$ cat config.mk
export PLATFORM = sky130hd
export DESIGN_NAME = axil_reg_initiator
export DESIGN_NICKNAME = d
export VERILOG_FILES = /design/src/rtl/axil_reg_initiator.sv
export SDC_FILE = /design/constraint.sdc
export NUM_CORES = 1
export LEC_CHECK = 0
export CAP_MARGIN = 0
export CORE_MARGIN = 2
export CORE_UTILIZATION = 43
export CTS_CLUSTER_SIZE = 20
export DETAILED_ROUTE_END_ITERATION = 16
export PLACE_DENSITY_LB_ADDON = 0.15
export SETUP_SLACK_MARGIN = 0.3
export SLEW_MARGIN = 10
export SYNTH_ARGS = -nofsm -noshare
export SYNTH_HDL_FRONTEND = slang
export SYNTH_SLANG_ARGS = --single-unit
export TNS_END_PERCENT = 10
$ cat constraint.sdc
create_clock -name clk -period 4.6 [get_ports clk]
set_clock_uncertainty 0.05 [all_clocks]
set_input_delay 0.92 -clock clk [delete_from_list [all_inputs] [get_ports clk]]
set_output_delay 0.92 -clock clk [all_outputs]
set_load 0.02 [all_outputs]
$ cat src/rtl/axil_reg_initiator.sv
// AXI4-Lite slave to GLB register-interface initiator: one transaction at a time,
// with round-robin write/read arbitration and a bounded wait for read data.
module axil_reg_initiator #(
  parameter int ADDR_WIDTH = 32,
  parameter int DATA_WIDTH = 32,
  parameter int RD_TIMEOUT = 8
) (
  input  logic                    clk,
  input  logic                    reset,
  input  logic [ADDR_WIDTH-1:0]   awaddr,
  input  logic                    awvalid,
  output logic                    awready,
  input  logic [DATA_WIDTH-1:0]   wdata,
  input  logic [DATA_WIDTH/8-1:0] wstrb,
  input  logic                    wvalid,
  output logic                    wready,
  output logic [1:0]              bresp,
  output logic                    bvalid,
  input  logic                    bready,
  input  logic [ADDR_WIDTH-1:0]   araddr,
  input  logic                    arvalid,
  output logic                    arready,
  output logic [DATA_WIDTH-1:0]   rdata,
  output logic [1:0]              rresp,
  output logic                    rvalid,
  input  logic                    rready,
  output logic                    reg_wr_en,
  output logic                    reg_wr_clk_en,
  output logic [ADDR_WIDTH-1:0]   reg_wr_addr,
  output logic [DATA_WIDTH-1:0]   reg_wr_data,
  output logic                    reg_rd_en,
  output logic                    reg_rd_clk_en,
  output logic [ADDR_WIDTH-1:0]   reg_rd_addr,
  input  logic [DATA_WIDTH-1:0]   reg_rd_data,
  input  logic                    reg_rd_data_valid,
  output logic [7:0]              rd_timeout_cnt
);

  typedef enum logic [2:0] {
    S_IDLE, S_WR, S_BRESP, S_RD, S_RD_WAIT, S_RRESP
  } state_t;

  localparam logic [1:0] RESP_OKAY    = 2'b00;
  localparam logic [1:0] RESP_SLVERR  = 2'b10;
  localparam logic [7:0] C_RD_TIMEOUT = 8'(RD_TIMEOUT);

  state_t                r_state;
  logic                  r_last_grant_rd;
  logic [7:0]            r_wait_cnt;
  logic [7:0]            r_rd_timeout_cnt;
  logic                  r_bvalid;
  logic [1:0]            r_bresp;
  logic                  r_rvalid;
  logic [1:0]            r_rresp;
  logic [DATA_WIDTH-1:0] r_rdata;
  logic                  r_reg_wr_en;
  logic                  r_reg_wr_clk_en;
  logic [ADDR_WIDTH-1:0] r_reg_wr_addr;
  logic [DATA_WIDTH-1:0] r_reg_wr_data;
  logic                  r_reg_rd_en;
  logic                  r_reg_rd_clk_en;
  logic [ADDR_WIDTH-1:0] r_reg_rd_addr;

  logic w_idle;
  logic w_wr_elig;
  logic w_rd_elig;
  logic w_grant_wr;
  logic w_grant_rd;

  // A contested grant goes to whichever side the flag says did not go last.
  assign w_idle     = (r_state == S_IDLE);
  assign w_wr_elig  = awvalid && wvalid;
  assign w_rd_elig  = arvalid;
  assign w_grant_wr = w_idle && w_wr_elig && (!w_rd_elig || r_last_grant_rd);
  assign w_grant_rd = w_idle && w_rd_elig && (!w_wr_elig || !r_last_grant_rd);

  // NOTE: the AXI readies are combinational so the address/data handshake completes
  // in the grant cycle itself; everything else leaving the block is registered.
  assign awready = w_grant_wr;
  assign wready  = w_grant_wr;
  assign arready = w_grant_rd;

  assign bvalid         = r_bvalid;
  assign bresp          = r_bresp;
  assign rvalid         = r_rvalid;
  assign rresp          = r_rresp;
  assign rdata          = r_rdata;
  assign reg_wr_en      = r_reg_wr_en;
  assign reg_wr_clk_en  = r_reg_wr_clk_en;
  assign reg_wr_addr    = r_reg_wr_addr;
  assign reg_wr_data    = r_reg_wr_data;
  assign reg_rd_en      = r_reg_rd_en;
  assign reg_rd_clk_en  = r_reg_rd_clk_en;
  assign reg_rd_addr    = r_reg_rd_addr;
  assign rd_timeout_cnt = r_rd_timeout_cnt;

  always_ff @(posedge clk) begin
    if (reset) begin
      r_state          <= S_IDLE;
      r_last_grant_rd  <= 1'b1;
      r_wait_cnt       <= '0;
      r_rd_timeout_cnt <= '0;
      r_bvalid         <= 1'b0;
      r_bresp          <= RESP_OKAY;
      r_rvalid         <= 1'b0;
      r_rresp          <= RESP_OKAY;
      r_rdata          <= '0;
      r_reg_wr_en      <= 1'b0;
      r_reg_wr_clk_en  <= 1'b0;
      r_reg_wr_addr    <= '0;
      r_reg_wr_data    <= '0;
      r_reg_rd_en      <= 1'b0;
      r_reg_rd_clk_en  <= 1'b0;
      r_reg_rd_addr    <= '0;
    end else begin
      case (r_state)
        S_IDLE: begin
          if (w_grant_wr) begin
            r_last_grant_rd <= ~r_last_grant_rd;
            if (&wstrb) begin
              r_reg_wr_addr   <= awaddr;
              r_reg_wr_data   <= wdata;
              r_reg_wr_en     <= 1'b1;
              r_reg_wr_clk_en <= 1'b1;
              r_state         <= S_WR;
            end else begin
              // Partial writes are refused outright; the register side never sees them.
              r_bvalid <= 1'b1;
              r_bresp  <= RESP_SLVERR;
              r_state  <= S_BRESP;
            end
          end else if (w_grant_rd) begin
            r_last_grant_rd <= ~r_last_grant_rd;
            r_reg_rd_addr   <= araddr;
            r_reg_rd_en     <= 1'b1;
            r_reg_rd_clk_en <= 1'b1;
            r_state         <= S_RD;
          end
        end
        S_WR: begin
          r_reg_wr_en <= 1'b0;
          r_bvalid    <= 1'b1;
          r_bresp     <= RESP_OKAY;
          r_state     <= S_BRESP;
        end
        S_BRESP: begin
          r_reg_wr_clk_en <= 1'b0;
          if (r_bvalid && bready) begin
            r_bvalid <= 1'b0;
            r_state  <= S_IDLE;
          end
        end
        S_RD: begin
          r_reg_rd_en <= 1'b0;
          r_wait_cnt  <= '0;
          r_state     <= S_RD_WAIT;
        end
        S_RD_WAIT: begin
          if (reg_rd_data_valid) begin
            r_rdata         <= reg_rd_data;
            r_rresp         <= RESP_OKAY;
            r_rvalid        <= 1'b1;
            r_reg_rd_clk_en <= 1'b0;
            r_state         <= S_RRESP;
          end else if (r_wait_cnt + 8'd1 == C_RD_TIMEOUT) begin
            r_rdata         <= '0;
            r_rresp         <= RESP_SLVERR;
            r_rvalid        <= 1'b1;
            r_reg_rd_clk_en <= 1'b0;
            if (r_rd_timeout_cnt != 8'hFF) r_rd_timeout_cnt <= r_rd_timeout_cnt + 8'd1;
            r_state         <= S_RRESP;
          end else begin
            r_wait_cnt <= r_wait_cnt + 8'd1;
          end
        end
        S_RRESP: begin
          if (r_rvalid && rready) begin
            r_rvalid <= 1'b0;
            r_state  <= S_IDLE;
          end
        end
        default: r_state <= S_IDLE;
      endcase
    end
  end

endmodule

==> key figures <==
Setup path
  • Setup slack, reg-to-reg: 2.22 ns
  • Crit-path max cell delay: 0.62 ns
  • Length in cells of the worst reg-to-reg path: 5
  • CP max FO: 6
  • Critical path class: input pin to output pin
  • Crit end category: output pin
  • Crit path buffers/inverters: 3
  • CP Depth: 6
  • WP data required: 3.63 ns
  • Kind of cell adding the most delay to the critical path: buffers and inverters
  • WP data arrival: between 2 and 3 ns
  • Worst Setup SP: awvalid
  • RR Endpoint: r_wait_cnt[3]
  • Most used cell along the critical path: clkdlybuf4s50_1
  • Slowest-stage cell, CP: clkdlybuf4s50_1
  • Worst r2r src: r_state[2]
  • CP cell instances: clkdlybuf4s50_1 > and2_0 > a21boi_0 > nand2_1 > clkinv_1 > clkdlybuf4s50_1
  • Crit path launch type: input pin

CTS
  • Worst-Skew Late Latency: around 0.42 ns
  • Clock Tree Root: clkbuf_16
  • CTS Buf Count: 17
  • CTS resizes: 0
  • Hold_buf cts: 0
  • CTS max path bufs: 2
  • Clock Pin Slew Worst Setup and Hold Paths: 0.05 ns
  • Postcts setup bufs: 0
  • Clk sink count: roughly 160
  • Max H-tree Level: 4
  • CTS tree: yes

Route
  • Routed wire length: ~17000 um
  • Initial DRC count: 324
  • Vias/cell: 5.065
  • DRC: 0
  • ANT nets after route: 0
  • Wire per inst: 14.96 um
  • DR vias: 5673
  • Initial DRT Pass Iterations: 8

Timing
  • Worst Tran Pin Value: approximately 1.1 ns
  • RSZ-0062 raised after global routing: no
  • Slew headroom: 24.88%
  • Minimum clock period: 3.782 ns
  • Fin. Hold Viols: 0
  • Fin Setup TNS: 0 ns
  • Peak Freq: 264.4 MHz
  • Period utilisation layout: 82.23%
  • Endpoints failing setup: 0
  • Worst Setup Slack, final: about 0.82 ns
  • Max-slew violation count: 0

Min path
  • Hold path start: reg_wr_addr[3]
  • Worst Hold Class: flop to flop
  • End of the worst hold path: reg_wr_addr[3]
  • Hold Crit Depth: 2

Synth
  • FFs w/ async S/R, synth: 0%
  • Mean post-synth cell area: ~8.6 um^2
  • EDFF count, synth: 0
  • Post-Syn Area: 5734 um^2
  • Syn Inst Count: approximately 670
  • XOR/XNOR Fraction of Synth Area: less than 1%
  • Register area share after synthesis: between 50 and 60%
  • Synth unique cells: 50
  • Simple-gate portion of the synthesized area: 20.88%
  • YS warnings: 0
  • Compound-Gate Fraction of Synth Area: ~19%
  • Post-Synth Adder-Cell Area: 0.4364%
  • Largest family of logic cells by synthesized area: simple AND/OR/NAND/NOR gates
  • Proportion of synthesized area in mux cells: 0.1746%
  • Yosys reg bits: 156
  • Main synth FF type: dfxtp_1

Global routing
  • First-pass GRT wire length: roughly 26000 um
  • GRT Overall Usage: 22.79%
  • Vias in the first global route: 5267
  • Initial antenna violation count: 0
  • Global route overflow: 0
  • Largest net degree at the start of global routing: 68

Die
  • Total die area: 14280 um^2
  • Core ar.: 13140 um^2
  • Die width: 119.5 um
  • Initial Util: 43.65%
  • DIE HEIGHT: between 100 and 150 um
  • Num ports: 289
  • Rows: 42

Layout
  • Most frequent cells in the layout: clkdlybuf4s50_1, nand2_1, dfxtp_1
  • Layout area overhead: 61.53%
  • Fillcell total: around 1000
  • Nets@finish: 1075
  • Commonest non-fill, non-tap cell in the layout: clkdlybuf4s50_1
  • Antenna Diode Count: 0
  • Layout cells sized above 1: about 5.1%

Pwr
  • VDD IR max: ~220 uV
  • Total power: 3286 uW
  • Pwr Density: 354.7 nW/um^2
  • Leakage: 0.003220 uW

Placement
  • PortBufs: between 200 and 300
  • Pre-CTS setup slack: 0.8083 ns
  • HPWL Detailed: 11930 um
  • Global placer's final weighted congestion: between 0.8 and 0.9

Status
  • Outcome: completed

Job
  • Max-cap violations: 0
## power by group
group	total, uW	switching, uW	internal (uW)
logic	439	212	227
registers	1440	36.4	1400
clock network	1410	509	902
## metrics by stage
stage	std cells	util [%]	hold WS, ns	area [um^2]
after floorplan	668	-	0.4221	5738
after global placement	1089	65.82	0.3915	8647
after detailed placement	1089	65.82	0.3964	8647
after CTS	1119	70.39	0.4044	9248
after global routing	1120	70.50	0.4193	9263
final	1120	70.50	0.4010	9263
## cell families after synthesis
group | count (synthesis)
simple gates | 274
compound gates | 180
flops | 156
buf+inv | 49
xor+xnor | 4
fa+ha+maj | 2
other cells | 1
mux | 1
## flip-flops by register name, indices dropped and copies added (netlist names), 3 cells and up
| signal | count |
|---|---|
| rdata | 32 |
| reg_rd_addr | 32 |
| reg_wr_addr | 32 |
| reg_wr_data | 32 |
| r_wait_cnt | 8 |
| rd_timeout_cnt | 8 |
| r_state | 3 |
## cell type report
type | instances | area [um^2] | area share (%)
repair buffers | 292 | 2913 | 31.45
multi-input cells | 463 | 2395 | 25.85
well taps | 176 | 220.2 | 2.377
clock buffers | 23 | 488.0 | 5.268
clock inverters | 7 | 112.6 | 1.216
inverters | 3 | 11.26 | 0.1216
flip-flops and latches | 156 | 3123 | 33.72
## worst register-to-register path, cell delays in order, from the launching register on
cell and delay [ns]:
dfxtp_1 0.54, nor3b_2 0.69, nand2_1 0.28, a21oi_1 0.28
a41oi_1 0.17, a311oi_1 0.28
## how the worst max path moves through the flow
stage / slack [ns] / to
2_1_floorplan: 1.70 / arready
3_3_place_gp: 0.80 / arready
3_5_place_dp: 0.81 / arready
4_1_cts: 0.80 / arready
5_1_grt: 0.67 / arready
6_report: 0.82 / arready
## routing by layer
layer | part of all wire, % | global-route usage [%] | vias to the layer above | wire length (um)
met3 | 6.7 | 6.466 | 37 | 1130
met4 | 3.1 | 11.10 | 0 | 515
met1 | 41 | 26.70 | 2598 | 6906
li1 | - | - | 2807 | -
met5 | 0 | 0 | - | 0
met2 | 49 | 38.21 | 231 | 8198
## synth_stat cells (2+ instances only)
| library cell | n | area [um^2] |
|---|---|---|
| nand2_1 | 214 | 803.3 |
| dfxtp_1 | 156 | 3123 |
| a21oi_1 | 116 | 580.6 |
| a22o_1 | 33 | 289.0 |
| clkbuf_1 | 23 | 86.33 |
| buf_2 | 16 | 80.08 |
| nor2_1 | 13 | 48.80 |
| nand3_1 | 9 | 45.04 |
| o21ai_0 | 8 | 40.04 |
| buf_4 | 7 | 52.55 |
| nor3_1 | 7 | 35.03 |
| a311oi_1 | 5 | 43.79 |
| nand2b_1 | 5 | 31.28 |
| nand4_1 | 4 | 25.02 |
| and3_1 | 3 | 18.77 |
| o31ai_1 | 3 | 22.52 |
| or3_1 | 3 | 18.77 |
| xor2_1 | 3 | 26.28 |
| a21boi_0 | 2 | 15.01 |
| a41oi_1 | 2 | 17.52 |
| ha_1 | 2 | 25.02 |
| inv_1 | 2 | 7.510 |
| nand3b_1 | 2 | 15.01 |
| o21ai_2 | 2 | 17.52 |
| or4_1 | 2 | 15.01 |
No activity file was read; power rests on OpenSTA's default activity.
